--- src/rtl/tdm_demux_16ch_if.sv ---
// tdm_demux_16ch_if: TDM stream in, parallel frame out; master drives the stream, slave is the demux
interface tdm_demux_16ch_if #(
    parameter int NUM_CH = 16,
    parameter int DATA_W = 1
);
    localparam int CH_W = $clog2(NUM_CH);
    logic                     in_valid;
    logic                     in_sof;
    logic [DATA_W-1:0]        in_data;
    logic [NUM_CH*DATA_W-1:0] out_data;
    logic                     out_valid;
    logic [CH_W-1:0]          ch_idx;
    logic                     sync_err;
    modport master (
        output in_valid, in_sof, in_data,
        input  out_data, out_valid, ch_idx, sync_err
    );
    modport slave (
        input  in_valid, in_sof, in_data,
        output out_data, out_valid, ch_idx, sync_err
    );
endinterface

--- src/rtl/tdm_demux_16ch.sv ---
// tdm_demux_16ch: demux a one-channel-per-beat TDM stream into a registered parallel frame
module tdm_demux_16ch #(
    parameter int NUM_CH = 16,
    parameter int DATA_W = 1
) (
    input logic clk,
    input logic rst,
    tdm_demux_16ch_if.slave bus
);
    localparam int CH_W = $clog2(NUM_CH);
    localparam logic [CH_W-1:0] LAST = CH_W'(NUM_CH - 1);
    localparam logic [0:0] IDLE = 1'b0;
    localparam logic [0:0] RECV = 1'b1;
    logic [0:0] state;
    // The last channel bypasses the shadow straight into out_data, so no storage for it
    logic [(NUM_CH-1)*DATA_W-1:0] shadow;
    always_ff @(posedge clk or posedge rst) begin
        if (rst) begin
            state         <= IDLE;
            shadow        <= '0;
            bus.out_data  <= '0;
            bus.out_valid <= 1'b0;
            bus.ch_idx    <= '0;
            bus.sync_err  <= 1'b0;
        end else begin
            bus.out_valid <= 1'b0;
            bus.sync_err  <= 1'b0;
            if (bus.in_valid) begin
                if (bus.in_sof) begin
                    // In RECV ch_idx is never 0, so any sof there aborts a partial frame
                    shadow[DATA_W-1:0] <= bus.in_data;
                    bus.ch_idx         <= CH_W'(1);
                    bus.sync_err       <= state == RECV;
                    state              <= RECV;
                end else if (state == IDLE) begin
                    bus.sync_err <= 1'b1;
                end else if (bus.ch_idx == LAST) begin
                    bus.out_data  <= {bus.in_data, shadow};
                    bus.out_valid <= 1'b1;
                    bus.ch_idx    <= '0;
                    state         <= IDLE;
                end else begin
                    for (int k = 1; k < NUM_CH - 1; k++)
                        if (bus.ch_idx == CH_W'(k)) shadow[k*DATA_W +: DATA_W] <= bus.in_data;
                    bus.ch_idx <= bus.ch_idx + 1'b1;
                end
            end
        end
    end
endmodule

--- src/flat_wrapper.sv ---
// flat-port wrapper written by rule: the top's interface ports become plain ports
module tdm_demux_16ch_flat 
#(
    parameter int NUM_CH = 16,
    parameter int DATA_W = 1
)
  (clk, rst, bus_in_valid, bus_in_sof, bus_in_data, bus_out_data, bus_out_valid, bus_ch_idx, bus_sync_err);
  tdm_demux_16ch_if #(.NUM_CH(NUM_CH), .DATA_W(DATA_W)) bus_i ();
  input logic clk;
  input logic rst;
  input wire logic [$bits(bus_i.in_valid)-1:0] bus_in_valid;
  input wire logic [$bits(bus_i.in_sof)-1:0] bus_in_sof;
  input wire logic [$bits(bus_i.in_data)-1:0] bus_in_data;
  output wire logic [$bits(bus_i.out_data)-1:0] bus_out_data;
  output wire logic [$bits(bus_i.out_valid)-1:0] bus_out_valid;
  output wire logic [$bits(bus_i.ch_idx)-1:0] bus_ch_idx;
  output wire logic [$bits(bus_i.sync_err)-1:0] bus_sync_err;
  assign bus_i.in_valid = bus_in_valid;
  assign bus_i.in_sof = bus_in_sof;
  assign bus_i.in_data = bus_in_data;
  assign bus_out_data = bus_i.out_data;
  assign bus_out_valid = bus_i.out_valid;
  assign bus_ch_idx = bus_i.ch_idx;
  assign bus_sync_err = bus_i.sync_err;
  tdm_demux_16ch #(.NUM_CH(NUM_CH), .DATA_W(DATA_W)) u_core (.clk(clk), .rst(rst), .bus(bus_i));
endmodule
--- config.mk ---
export PLATFORM = sky130hd
export DESIGN_NAME = tdm_demux_16ch_flat
export DESIGN_NICKNAME = d
export VERILOG_FILES = /design/src/rtl/tdm_demux_16ch_if.sv /design/src/rtl/tdm_demux_16ch.sv /design/src/flat_wrapper.sv
export SDC_FILE = /design/constraint.sdc
export NUM_CORES = 1
export LEC_CHECK = 0
export CAP_MARGIN = 20
export CORE_ASPECT_RATIO = 0.9
export CORE_MARGIN = 10
export CORE_UTILIZATION = 56
export CTS_CLUSTER_DIAMETER = 100
export DETAILED_ROUTE_END_ITERATION = 7
export PLACE_DENSITY = 0.8
export SLEW_MARGIN = 20
export SYNTH_ARGS = -nofsm -noshare
export SYNTH_HDL_FRONTEND = slang
export SYNTH_SLANG_ARGS = --single-unit
--- constraint.sdc ---
create_clock -name clk -period 5.72 [get_ports clk]
set_input_delay 1.43 -clock clk [delete_from_list [all_inputs] [get_ports clk]]
set_output_delay 1.43 -clock clk [all_outputs]
set_load 0.01 [all_outputs]
Word-level counts from Yosys, hierarchy flattened
Index checks and enable logic that the tools add are counted.
{ "word_totals": {"out_inout_bits": 22, "in_bits": 5, "regBits": 38} }
{ "op_classes": {"bitwise_logic": 2, "reduce_logical": 18, "n_eq_ne": 15, "muxes": 13, "n_addsub": 1} }
{ "op_table": {"columns": ["operator", "n"], "rows": [
  ["$reduce_and A5 Y1", 14],
  ["$eq A4 B4 Y1 const B", 8],
  ["$eq A4 B3 Y1 const B", 4],
  ["$mux W4", 3],
  ["$mux W1", 10],
  ["$eq A4 B2 Y1 const B", 2],
  ["$add A4 B1 Y4 const B", 1],
  ["$eq A4 B1 Y1 const B", 1],
  ["$reduce_and A2 Y1", 2],
  ["$reduce_and A4 Y1", 1],
  ["$not A1 Y1", 2],
  ["$reduce_bool A2 Y1", 1]
]} }

Depth between registers and ports, before layout
Gate-level depths: netlist (run 1).
{ "logic_depth": {"depth_word": 5, "mapped_depth": 6, "depth_no_buf": 5} }

Worst setup path after synthesis (run 1)
No wires, ideal clock.
{ "synth_path": {"path_type": "input port to flip-flop", "start": "in bus_in_sof", "end": "reg u_core.bus.ch_idx[3]", "path_buffers": 1, "required_ns": 5.593, "setup_ns": 0.127, "arrival_time_ns": 2.629, "cell_stages": 5, "setup_slack_ns": 2.965, "cell_sequence": "clkbuf_1 inv_1 ha_1 nand2b_1 a221o_2"} }
{ "synth_via": {"elab_chain_cells": 2, "elab_cells_between_ends": 3, "classes_between": "1 x mux; 2 x reduce/logical"} }
{ "synth_rtl": {"columns": ["element", "line_no", "rtl"], "rows": [
  ["from (decl)", "flat_wrapper.sv:12", "input wire logic [$bits(bus_i.in_sof)-1:0] bus_in_sof;"],
  ["$reduce_bool A2 Y1 (no line)", null, null],
  ["$reduce_and A2 Y1 (no line)", null, null],
  ["to (signal assigned)", "tdm_demux_16ch.sv:45", "bus.ch_idx <= bus.ch_idx + 1'b1;"],
  ["to (decl)", "tdm_demux_16ch_if.sv:20", "output out_data, out_valid, ch_idx, sync_err"]
]} }
Several ways; a longest one is shown, not always the timed one.
A chain may end at the register's enable or synchronous reset.

Worst setup path after layout (run 1)
{ "layout_path": {"start": "in bus_in_valid", "end": "reg u_core.bus.out_data[4]"} }
{ "layout_via": {"elab_chain_cells": 1} }
{ "layout_rtl": {"columns": ["element", "line_no", "rtl"], "rows": [
  ["from (decl)", "flat_wrapper.sv:11", "input wire logic [$bits(bus_i.in_valid)-1:0] bus_in_valid;"],
  ["$reduce_and A4 Y1 (no line)", null, null],
  ["to (signal assigned)", "tdm_demux_16ch.sv:38", "bus.out_data <= {bus.in_data, shadow};"],
  ["to (decl)", "tdm_demux_16ch_if.sv:20", null]
]} }
Every way passes these cells.

==> results_dict.tcl, run 1 <==
set metrics [dict create \
    timing.fmax_mhz 298 \
    io_buffers 26 \
    grt.total_usage 0.121 \
    cts_tree "built" \
    synthesis.nets 139 \
    pwr_density_cell_mw_per_mm2 307 \
    tns_ns 0 \
    row_count 19 \
    setup_viol 0 \
    finalNetCount 167 \
    seq_power_share 0.564 \
    num_vias 1022 \
    final_common_cell "dfrtp_1" \
    crit_required_ns 5.95 \
    sw_frac_of_total 0.277 \
    final_cell_mix "dfrtp_1, clkdlybuf4s50_1, mux2_2, mux2_4, nor2_1" \
    clk_pin_slew_ns 0.10 \
    switching_power_mw 0.176 \
    worstPathArrival_ns 3.59 \
    cts_buffers 5 \
    core-area_mm2 0.00300 \
    synth_cells 129 \
    fin_crit_sh 0.587 \
    rr_worst_depth 4 \
    hold_class "reg -> reg" \
    clock_latency_ns 0.35 \
    p_comb_frac 0.209 \
    clockBufferDepth 2 \
    htreeDepth 2 \
    worst_r2r_endpoint "u_core.bus.out_data[4]" \
    final_max_slew_viol_count 0 \
    clock_skew_ns 0.0120 \
    slew_headroom 0.327 \
    crit_path_end_kind "flop" \
    finalHoldViolations 0 \
    cap_violations 0 \
    crit_type "in -> reg" \
    start_kind "primary input" \
    synth.ff_latch_count 38 \
    tightest_slew_ns 1.01 \
    rsz0062_at_grt "no" \
    die_x_um 78.5 \
    wl_per_cell_um 15.4 \
    power.total_mw 0.635 \
    leakagePower_nw 0.958 \
    yosysSeqAreaShare 0.551 \
    drc 0 \
    avgSynthCellArea_um2 13.4 \
    start_util 0.576 \
    hold-path-cell-count 1 \
    ys_warn_count 0 \
    post_cts_resized 0 \
    wl_um 3080 \
    grt_max_degree 39 \
    cts_hold_buffers 0 \
    drtIter0Drc 59 \
    first_pass_iters 4 \
    pwr-share-clk 0.227 \
    grt_pass1_vias 1093 \
    antenna_found_initial 0 \
    syn_area_mm2 0.00173 \
    yosysUniqueCellTypes 26 \
    drive_gt1_frac 0.297 \
    intPower_mw 0.459 \
    overflow 0 \
    die_area_mm2 0.00570 \
    place.detailed.hpwl_um 2260 \
    grt_first_pass_wirelength_um 5440 \
    syn_to_final_growth_pct 19.7 \
    hp-start "u_core.shadow[6]" \
    min_to "u_core.bus.out_data[6]" \
    gp_congestion 0.769 \
    timing.rr.start "u_core.bus.ch_idx[1]" \
    cts-root-buf "clkbuf_4" \
    min_period_ns 3.36 \
    r2r_setup_slack_ns 3.38 \
    boundaryPins 27 \
    vdd_ir_drop_max_v 0.000191 \
    antenna_cells 0 \
    vias_per_cell 5.11 \
    final_antenna_net_count 0 \
    post_cts_buffers 0 \
    outcome "finished clean" \
    die_h_um 72.7 \
    crit_fanout 17 \
    clkSinkCount 38 \
]
## worst max path at each step
stage	depth (start not counted)	start	end
detailed placement	4	bus_in_valid	u_core.bus.out_data[7]
global placement	4	bus_in_valid	u_core.bus.out_data[9]
floorplan	5	bus_in_sof	u_core.bus.ch_idx[3]
CTS	4	bus_in_valid	u_core.bus.out_data[7]
finish	4	bus_in_valid	u_core.bus.out_data[4]
global route	4	bus_in_valid	u_core.bus.out_data[7]
## flip-flops by register name, indices dropped and copies added (netlist names)
name,flops
u_core.bus.out_data,16
u_core.bus.out_valid,1
u_core.bus.ch_idx,4
u_core.bus.sync_err,1
u_core.shadow,15
u_core.state,1
## power by group through the flow
stage               sequential, mW  combinational, mW  clock (mW)
finish                       0.358              0.133       0.144
global route                 0.367              0.147       0.159
global placement             0.360              0.130           0
floorplan                    0.355             0.0881           0
detailed placement           0.364              0.135           0
CTS                          0.358              0.136       0.146
## stage by stage
| stage | utilization | setup WS, ns | cells | cell area, um^2 | hold slack, ns |
|---|---|---|---|---|---|
| 5_1_grt | 0.689 | 2.25 | 200 | 2060 | 0.526 |
| 4_1_cts | 0.689 | 2.36 | 200 | 2060 | 0.515 |
| 3_3_place_gp | 0.669 | 2.08 | 192 | 2000 | 0.481 |
| 3_5_place_dp | 0.669 | 1.97 | 192 | 2000 | 0.493 |
| 2_1_floorplan | - | 2.96 | 129 | 1730 | 0.475 |
| 6_report | 0.689 | 2.36 | 200 | 2060 | 0.504 |
## cell usage after synthesis, drive strengths merged
cell type | n | area [um^2]
nor2 | 8 | 30.0
nor3 | 2 | 10.0
nand2 | 5 | 18.8
and4bb | 1 | 12.5
dfrtp | 38 | 951
nor4bb | 1 | 10.0
nand4 | 3 | 25.0
or3b | 2 | 17.5
clkbuf | 3 | 11.3
nand3 | 5 | 25.0
nor3b | 1 | 18.8
mux2 | 31 | 383
nand2b | 4 | 25.0
inv | 6 | 22.5
nor2b | 2 | 12.5
ha | 5 | 62.6
a21oi | 2 | 10.0
nor4 | 1 | 6.26
and4 | 1 | 10.0
buf | 3 | 30.0
and3 | 1 | 7.51
a221o | 1 | 11.3
o21ai | 3 | 15.0
## final cells by class
cell class	instances	area (um^2)
clock buffers	7	55.1
clock inverters	1	5.00
fillers	236	931
inverters	6	22.5
multi-input cells	79	711
flip-flops and latches	38	951
well taps	42	52.6
repair buffers	27	268
## worst max-delay path, cell delays in order
cell             delay, ns
clkdlybuf4s50_1       0.69
nand4_2               0.17
nor3b_4               0.86
mux2_2                0.42
## layer usage
| layer | global-route usage | vias up | wire, um |
|---|---|---|---|
| met5 | 0 | - | 0 |
| met4 | 0.0716 | 0 | 69 |
| met3 | 0.0493 | 7 | 199 |
| met2 | 0.187 | 20 | 1440 |
| met1 | 0.139 | 488 | 1370 |
| li1 | - | 507 | - |
## cell families (layout without fill, tap and decap cells)
| kind of cell | count (synthesis) | count (layout) | synth area share |
|---|---|---|---|
| AO/OA/AOI/OAI | 6 | 6 | 0.0210 |
| adder cells (fa/ha/maj) | 5 | 5 | 0.0363 |
| buffers and inverters | 12 | 41 | 0.0370 |
| flip-flops | 38 | 38 | 0.551 |
| multiplexers | 31 | 31 | 0.222 |
| AND/OR/NAND/NOR | 37 | 37 | 0.133 |
(Power assumes the default switching activity.)
==> inputs of run 2 (changes only) <==
--- a/config.mk
+++ b/config.mk
@@ -8,10 +8,10 @@
 export CAP_MARGIN = 20
 export CORE_ASPECT_RATIO = 0.9
 export CORE_MARGIN = 10
-export CORE_UTILIZATION = 56
+export CORE_UTILIZATION = 47
 export CTS_CLUSTER_DIAMETER = 100
 export DETAILED_ROUTE_END_ITERATION = 7
-export PLACE_DENSITY = 0.8
+export PLACE_DENSITY = 0.71
 export SLEW_MARGIN = 20
 export SYNTH_ARGS = -nofsm -noshare
 export SYNTH_HDL_FRONTEND = slang
==> constraint.sdc (replaced) <==
create_clock -name clk -period 3.05 [get_ports clk]
set_input_delay 0.7625 -clock clk [delete_from_list [all_inputs] [get_ports clk]]
set_output_delay 0.7625 -clock clk [all_outputs]
set_load 0.01 [all_outputs]
==> run 2 against run 1 <==
Against the previous run:
- final area up 3.1%
- sequential share of layout area decreased by 1.4 points
- utilization fell by 7.3 points
- worst hold slack gained 0.0023 ns
==> results_dict.tcl, run 2 (synthesized netlist as in run 1, its figures left out) <==
set metrics [dict create \
    outcome "finished clean" \
    seq_power_share 0.503 \
    p_comb_frac 0.188 \
    wl_per_cell_um 15.9 \
    syn_to_final_growth_pct 23.4 \
    switching_power_mw 0.345 \
    final_max_slew_viol_count 0 \
    setup_viol 0 \
    die_h_um 77.5 \
    clockBufferDepth 2 \
    grt_first_pass_wirelength_um 5720 \
    core-area_mm2 0.00345 \
    min_period_ns 2.35 \
    antenna_found_initial 0 \
    min_to "u_core.bus.out_data[4]" \
    cap_violations 0 \
    cts-root-buf "clkbuf_8" \
    worst_r2r_endpoint "u_core.bus.out_data[9]" \
    row_count 20 \
    largest_reg_flops 16 \
    tightest_slew_ns 0.510 \
    crit_type "in -> reg" \
    sw_frac_of_total 0.258 \
    pwr_density_cell_mw_per_mm2 630 \
    tns_ns 0 \
    place_area_mm2 0.00202 \
    critical_path.max_stage_delay_ns 0.70 \
    vdd_ir_drop_max_v 0.000396 \
    clock_skew_ns 0.00758 \
    vias_per_cell 5.30 \
    timing.fmax_mhz 425 \
    clock_latency_ns 0.29 \
    first_pass_iters 4 \
    hp-start "u_core.shadow[4]" \
    cts_hold_buffers 0 \
    nFillCells 271 \
    path_buf_inv 2 \
    pwr-share-clk 0.309 \
    final_common_cell "dfrtp_1" \
    antenna_cells 0 \
    post_cts_buffers 0 \
    boundaryPins 27 \
    htreeDepth 2 \
    crit_required_ns 3.28 \
    place.detailed.hpwl_um 2320 \
    drtIter0Drc 71 \
    grt_pass1_vias 1162 \
    num_vias 1082 \
    final_antenna_net_count 0 \
    cp_cell_sequence "clkdlybuf4s50_1 -> inv_1 -> ha_1 -> nand2b_1 -> nor4_1 -> a221o_2" \
    power.total_mw 1.34 \
    r2r_setup_slack_ns 1.09 \
    final_cell_mix "dfrtp_1, clkdlybuf4s50_1, mux2_2, mux2_4, nor2_1" \
    worstPathArrival_ns 2.58 \
    die_x_um 83.9 \
    drc 0 \
    rr_worst_depth 5 \
    largestRegisters "u_core.bus.out_data (16), u_core.shadow (15), u_core.bus.ch_idx (4)" \
    grt.total_usage 0.106 \
    die_area_mm2 0.00650 \
    leakagePower_nw 0.985 \
    grt_max_degree 39 \
    overflow 0 \
    hold-path-cell-count 1 \
    gp_congestion 0.790 \
    wl_um 3240 \
    finalNetCount 169 \
    drive_gt1_frac 0.300 \
    timing.rr.start "u_core.bus.ch_idx[1]" \
    post_cts_resized 0 \
    start_kind "primary input" \
    largest_register "u_core.bus.out_data" \
    slew_headroom 0.659 \
    finalHoldViolations 0 \
    crit_fanout 10 \
    crit_path_end_kind "flop" \
    crit_family "buffers and inverters" \
    clk_pin_slew_ns 0.06 \
    clkSinkCount 38 \
    design_area_mm2 0.00213 \
    rsz0062_at_grt "no" \
    worst_path_max_delay_cell "clkdlybuf4s50_1" \
    hold_ws_ns 0.506 \
    cts_tree "built" \
    io_buffers 26 \
    hold_class "reg -> reg" \
    start_util 0.500 \
    cts_buffers 5 \
    fin_crit_sh 0.772 \
    intPower_mw 0.995 \
]
run 2: changes by cell type in the layout (fill, tap and decap cells not counted):
| cell | delta |
|---|---|
| clkbuf_4 | -5 |
| clkbuf_8 | +4 |
| buf_4 | +2 |
| bufinv_16 | +1 |
| clkbuf_1 | +1 |
| clkinv_2 | -1 |
run 2: area by class of cell:
class / count / area (um^2) / share of cell area
clock buffer: 7 / 76.3 / 0.0359
clock inverter: 1 / 30.0 / 0.0141
inverter: 6 / 22.5 / 0.0106
multi-input combinational: 79 / 711 / 0.334
sequential: 38 / 951 / 0.447
tap: 44 / 55.1 / 0.0259
timing repair buffer: 29 / 283 / 0.133
run 2: per-layer routing:
layer,track usage,share of wire
met4,0.0535,0.019
met5,0,0
met2,0.165,0.48
met1,0.122,0.42
met3,0.0470,0.077
run 2: worst max path at each step:
stage | from | end | slack (ns) | depth (start not counted)
6_report | bus_in_sof | u_core.bus.ch_idx[3] | 0.70 | 6
4_1_cts | bus_in_sof | u_core.bus.ch_idx[3] | 0.73 | 6
5_1_grt | bus_in_sof | u_core.bus.ch_idx[3] | 0.57 | 6
2_1_floorplan | bus_in_sof | u_core.bus.ch_idx[3] | 0.96 | 5
3_5_place_dp | bus_in_sof | u_core.bus.ch_idx[3] | 0.42 | 5
3_3_place_gp | bus_in_sof | u_core.bus.ch_idx[3] | 0.49 | 5
run 2: through the flow:
step,utilization,std cells,worst slack [ns]
after floorplan,-,129,0.962
after global placement,0.586,196,0.486
after detailed placement,0.586,196,0.425
after CTS,0.616,204,0.726
after global routing,0.616,204,0.567
final,0.616,204,0.696
run 2: power by group through the flow:
stage / clock network, mW / logic [mW] / registers (mW)
after floorplan: 0 / 0.165 / 0.665
after global placement: 0 / 0.245 / 0.677
after detailed placement: 0 / 0.254 / 0.683
after CTS: 0.426 / 0.255 / 0.676
after global routing: 0.451 / 0.275 / 0.689
final: 0.414 / 0.252 / 0.675
==> inputs of run 3 (changes only) <==
--- a/config.mk
+++ b/config.mk
@@ -8,10 +8,10 @@
 export CAP_MARGIN = 20
 export CORE_ASPECT_RATIO = 0.9
 export CORE_MARGIN = 10
-export CORE_UTILIZATION = 47
+export CORE_UTILIZATION = 52
 export CTS_CLUSTER_DIAMETER = 100
 export DETAILED_ROUTE_END_ITERATION = 7
-export PLACE_DENSITY = 0.71
+export PLACE_DENSITY = 0.75
 export SLEW_MARGIN = 20
 export SYNTH_ARGS = -nofsm -noshare
 export SYNTH_HDL_FRONTEND = slang
==> constraint.sdc (replaced) <==
create_clock -name clk -period 2.2 [get_ports clk]
set_input_delay 0.55 -clock clk [delete_from_list [all_inputs] [get_ports clk]]
set_output_delay 0.55 -clock clk [all_outputs]
set_load 0.01 [all_outputs]
==> run 3 against run 2 <==
Against the previous run:
- sequential cell count unchanged
- clock skew is 0.0025 ns lower
- global-route usage up 0.46 points
- setup slack worse by 0.48 ns
- routed wire length is 3.1% lower
- register-to-register slack lost 0.75 ns
- first-iteration DRC count up 38%
- sequential power grew 39%
- critical path type is now reg -> out
- largest cell class unchanged
==> results_dict.tcl, run 3 (synthesized netlist as in run 1, its figures left out) <==
set metrics [dict create \
    outcome "finished clean" \
    antenna_found_initial 0 \
    row_count 19 \
    setup_viol 0 \
    final_max_slew_viol_count 0 \
    hp-start "u_core.shadow[3]" \
    worst_r2r_endpoint "u_core.bus.out_data[12]" \
    antenna_cells 0 \
    cts_tree "built" \
    timing.rr.start "u_core.bus.ch_idx[1]" \
    drive_gt1_frac 0.325 \
    grt_max_degree 39 \
    cts_buffers 5 \
    fin_crit_sh 0.903 \
    min_to "u_core.bus.out_data[3]" \
    min_period_ns 1.99 \
    place_ws_ns 0.0220 \
    hold-path-cell-count 1 \
    post_cts_buffers 0 \
    crit_required_ns 1.65 \
    final_antenna_net_count 0 \
    cts_hold_buffers 0 \
    timing.fmax_mhz 503 \
    final_cell_mix "dfrtp_1, clkdlybuf4s50_1, mux2_2, mux2_4, nor2_1" \
    cp_cell_sequence "clkdlybuf4s50_1" \
    setup_ws_ns 0.213 \
    clockBufferDepth 2 \
    start_util 0.554 \
    cts-root-buf "clkbuf_8" \
    clkSinkCount 38 \
    die_x_um 80.7 \
    largest_reg_flops 16 \
    final_common_cell "dfrtp_1" \
    grt_first_pass_wirelength_um 5130 \
    rsz0062_at_grt "no" \
    largestRegisters "u_core.bus.out_data (16), u_core.shadow (15), u_core.bus.ch_idx (4)" \
    crit_fanout 12 \
    largest_register "u_core.bus.out_data" \
    clock_skew_ns 0.00509 \
    gp_congestion 0.784 \
    clock_latency_ns 0.28 \
    hold_ws_ns 0.505 \
    finalHoldViolations 0 \
    rr_worst_depth 5 \
    wl_um 3140 \
    crit_family "buffers and inverters" \
    critical_path.max_stage_delay_ns 0.62 \
    die_area_mm2 0.00603 \
    core-area_mm2 0.00311 \
    vdd_ir_drop_max_v 0.000540 \
    num_vias 1066 \
    hold_class "reg -> reg" \
    finish.utilization 0.694 \
    grt.total_usage 0.111 \
    tightest_slew_ns 0.480 \
    boundaryPins 27 \
    place_area_mm2 0.00205 \
    htreeDepth 2 \
    power.total_mw 1.87 \
    r2r_setup_slack_ns 0.34 \
    cap_violations 0 \
    finalNonFillerCells 205 \
    leakagePower_nw 1.01 \
    worst_path_max_delay_cell "clkdlybuf4s50_1" \
    tns_ns 0 \
    worstPathArrival_ns 1.44 \
    vias_per_cell 5.20 \
    start_kind "flop" \
    grt_pass1_vias 1105 \
    slew_headroom 0.679 \
    overflow 0 \
    design_area_mm2 0.00216 \
    drtIter0Drc 98 \
    die_h_um 74.6 \
    crit_path_end_kind "output port" \
    crit_type "reg -> out" \
    pwr_density_cell_mw_per_mm2 866 \
    finalNetCount 173 \
    wl_per_cell_um 15.3 \
    place_inst 198 \
    io_buffers 26 \
    first_pass_iters 4 \
    place.detailed.hpwl_um 2320 \
    drc 0 \
    clk_pin_slew_ns 0.07 \
    post_cts_resized 0 \
    syn_to_final_growth_pct 25.3 \
    path_buf_inv 1 \
]
-- run 3: how the worst max path moves through the flow --
stage,end,cells after the start,start,slack (ns)
global route,bus_ch_idx[2],1,u_core.bus.ch_idx[2],0.17
finish,bus_ch_idx[2],1,u_core.bus.ch_idx[2],0.21
CTS,bus_ch_idx[2],1,u_core.bus.ch_idx[2],0.21
detailed placement,u_core.shadow[11],4,bus_in_sof,0.02
floorplan,u_core.bus.out_data[0],5,u_core.bus.ch_idx[1],0.31
global placement,u_core.shadow[4],4,bus_in_sof,0.03
-- run 3: per-layer routing --
| layer | wire, um | GRT usage | share of wire |
|---|---|---|---|
| met3 | 233 | 0.0500 | 0.074 |
| met5 | 0 | 0 | 0 |
| met2 | 1560 | 0.174 | 0.49 |
| met4 | 36 | 0.0518 | 0.011 |
| met1 | 1320 | 0.128 | 0.42 |
-- run 3: cell type report --
class                   instances  area, um^2
repair buffers                 33         313
flip-flops and latches         38         951
well taps                      42        52.6
clock inverters                 1        30.0
clock buffers                   6        82.6
multi-input cells              79         711
inverters                       6        22.5
fillers                       235         952
-- run 3: where the power goes --
| part | internal [mW] | total (mW) | switching, mW | leakage [nW] |
|---|---|---|---|---|
| registers | 0.830 | 0.938 | 0.108 | 0.505 |
| logic | 0.214 | 0.351 | 0.138 | 0.447 |
| clock network | 0.362 | 0.583 | 0.221 | 0.0573 |
-- run 3: worst reg2reg max path, delay by kind of cell (launching register included) --
| kind | cells | cell delay [ns] |
|---|---|---|
| and+or+nand+nor | 2 | 0.40 |
| adders and majority gates | 1 | 0.35 |
| muxes | 1 | 0.33 |
| buffers and inverters | 1 | 0.25 |
| DFF | 1 | 0.43 |
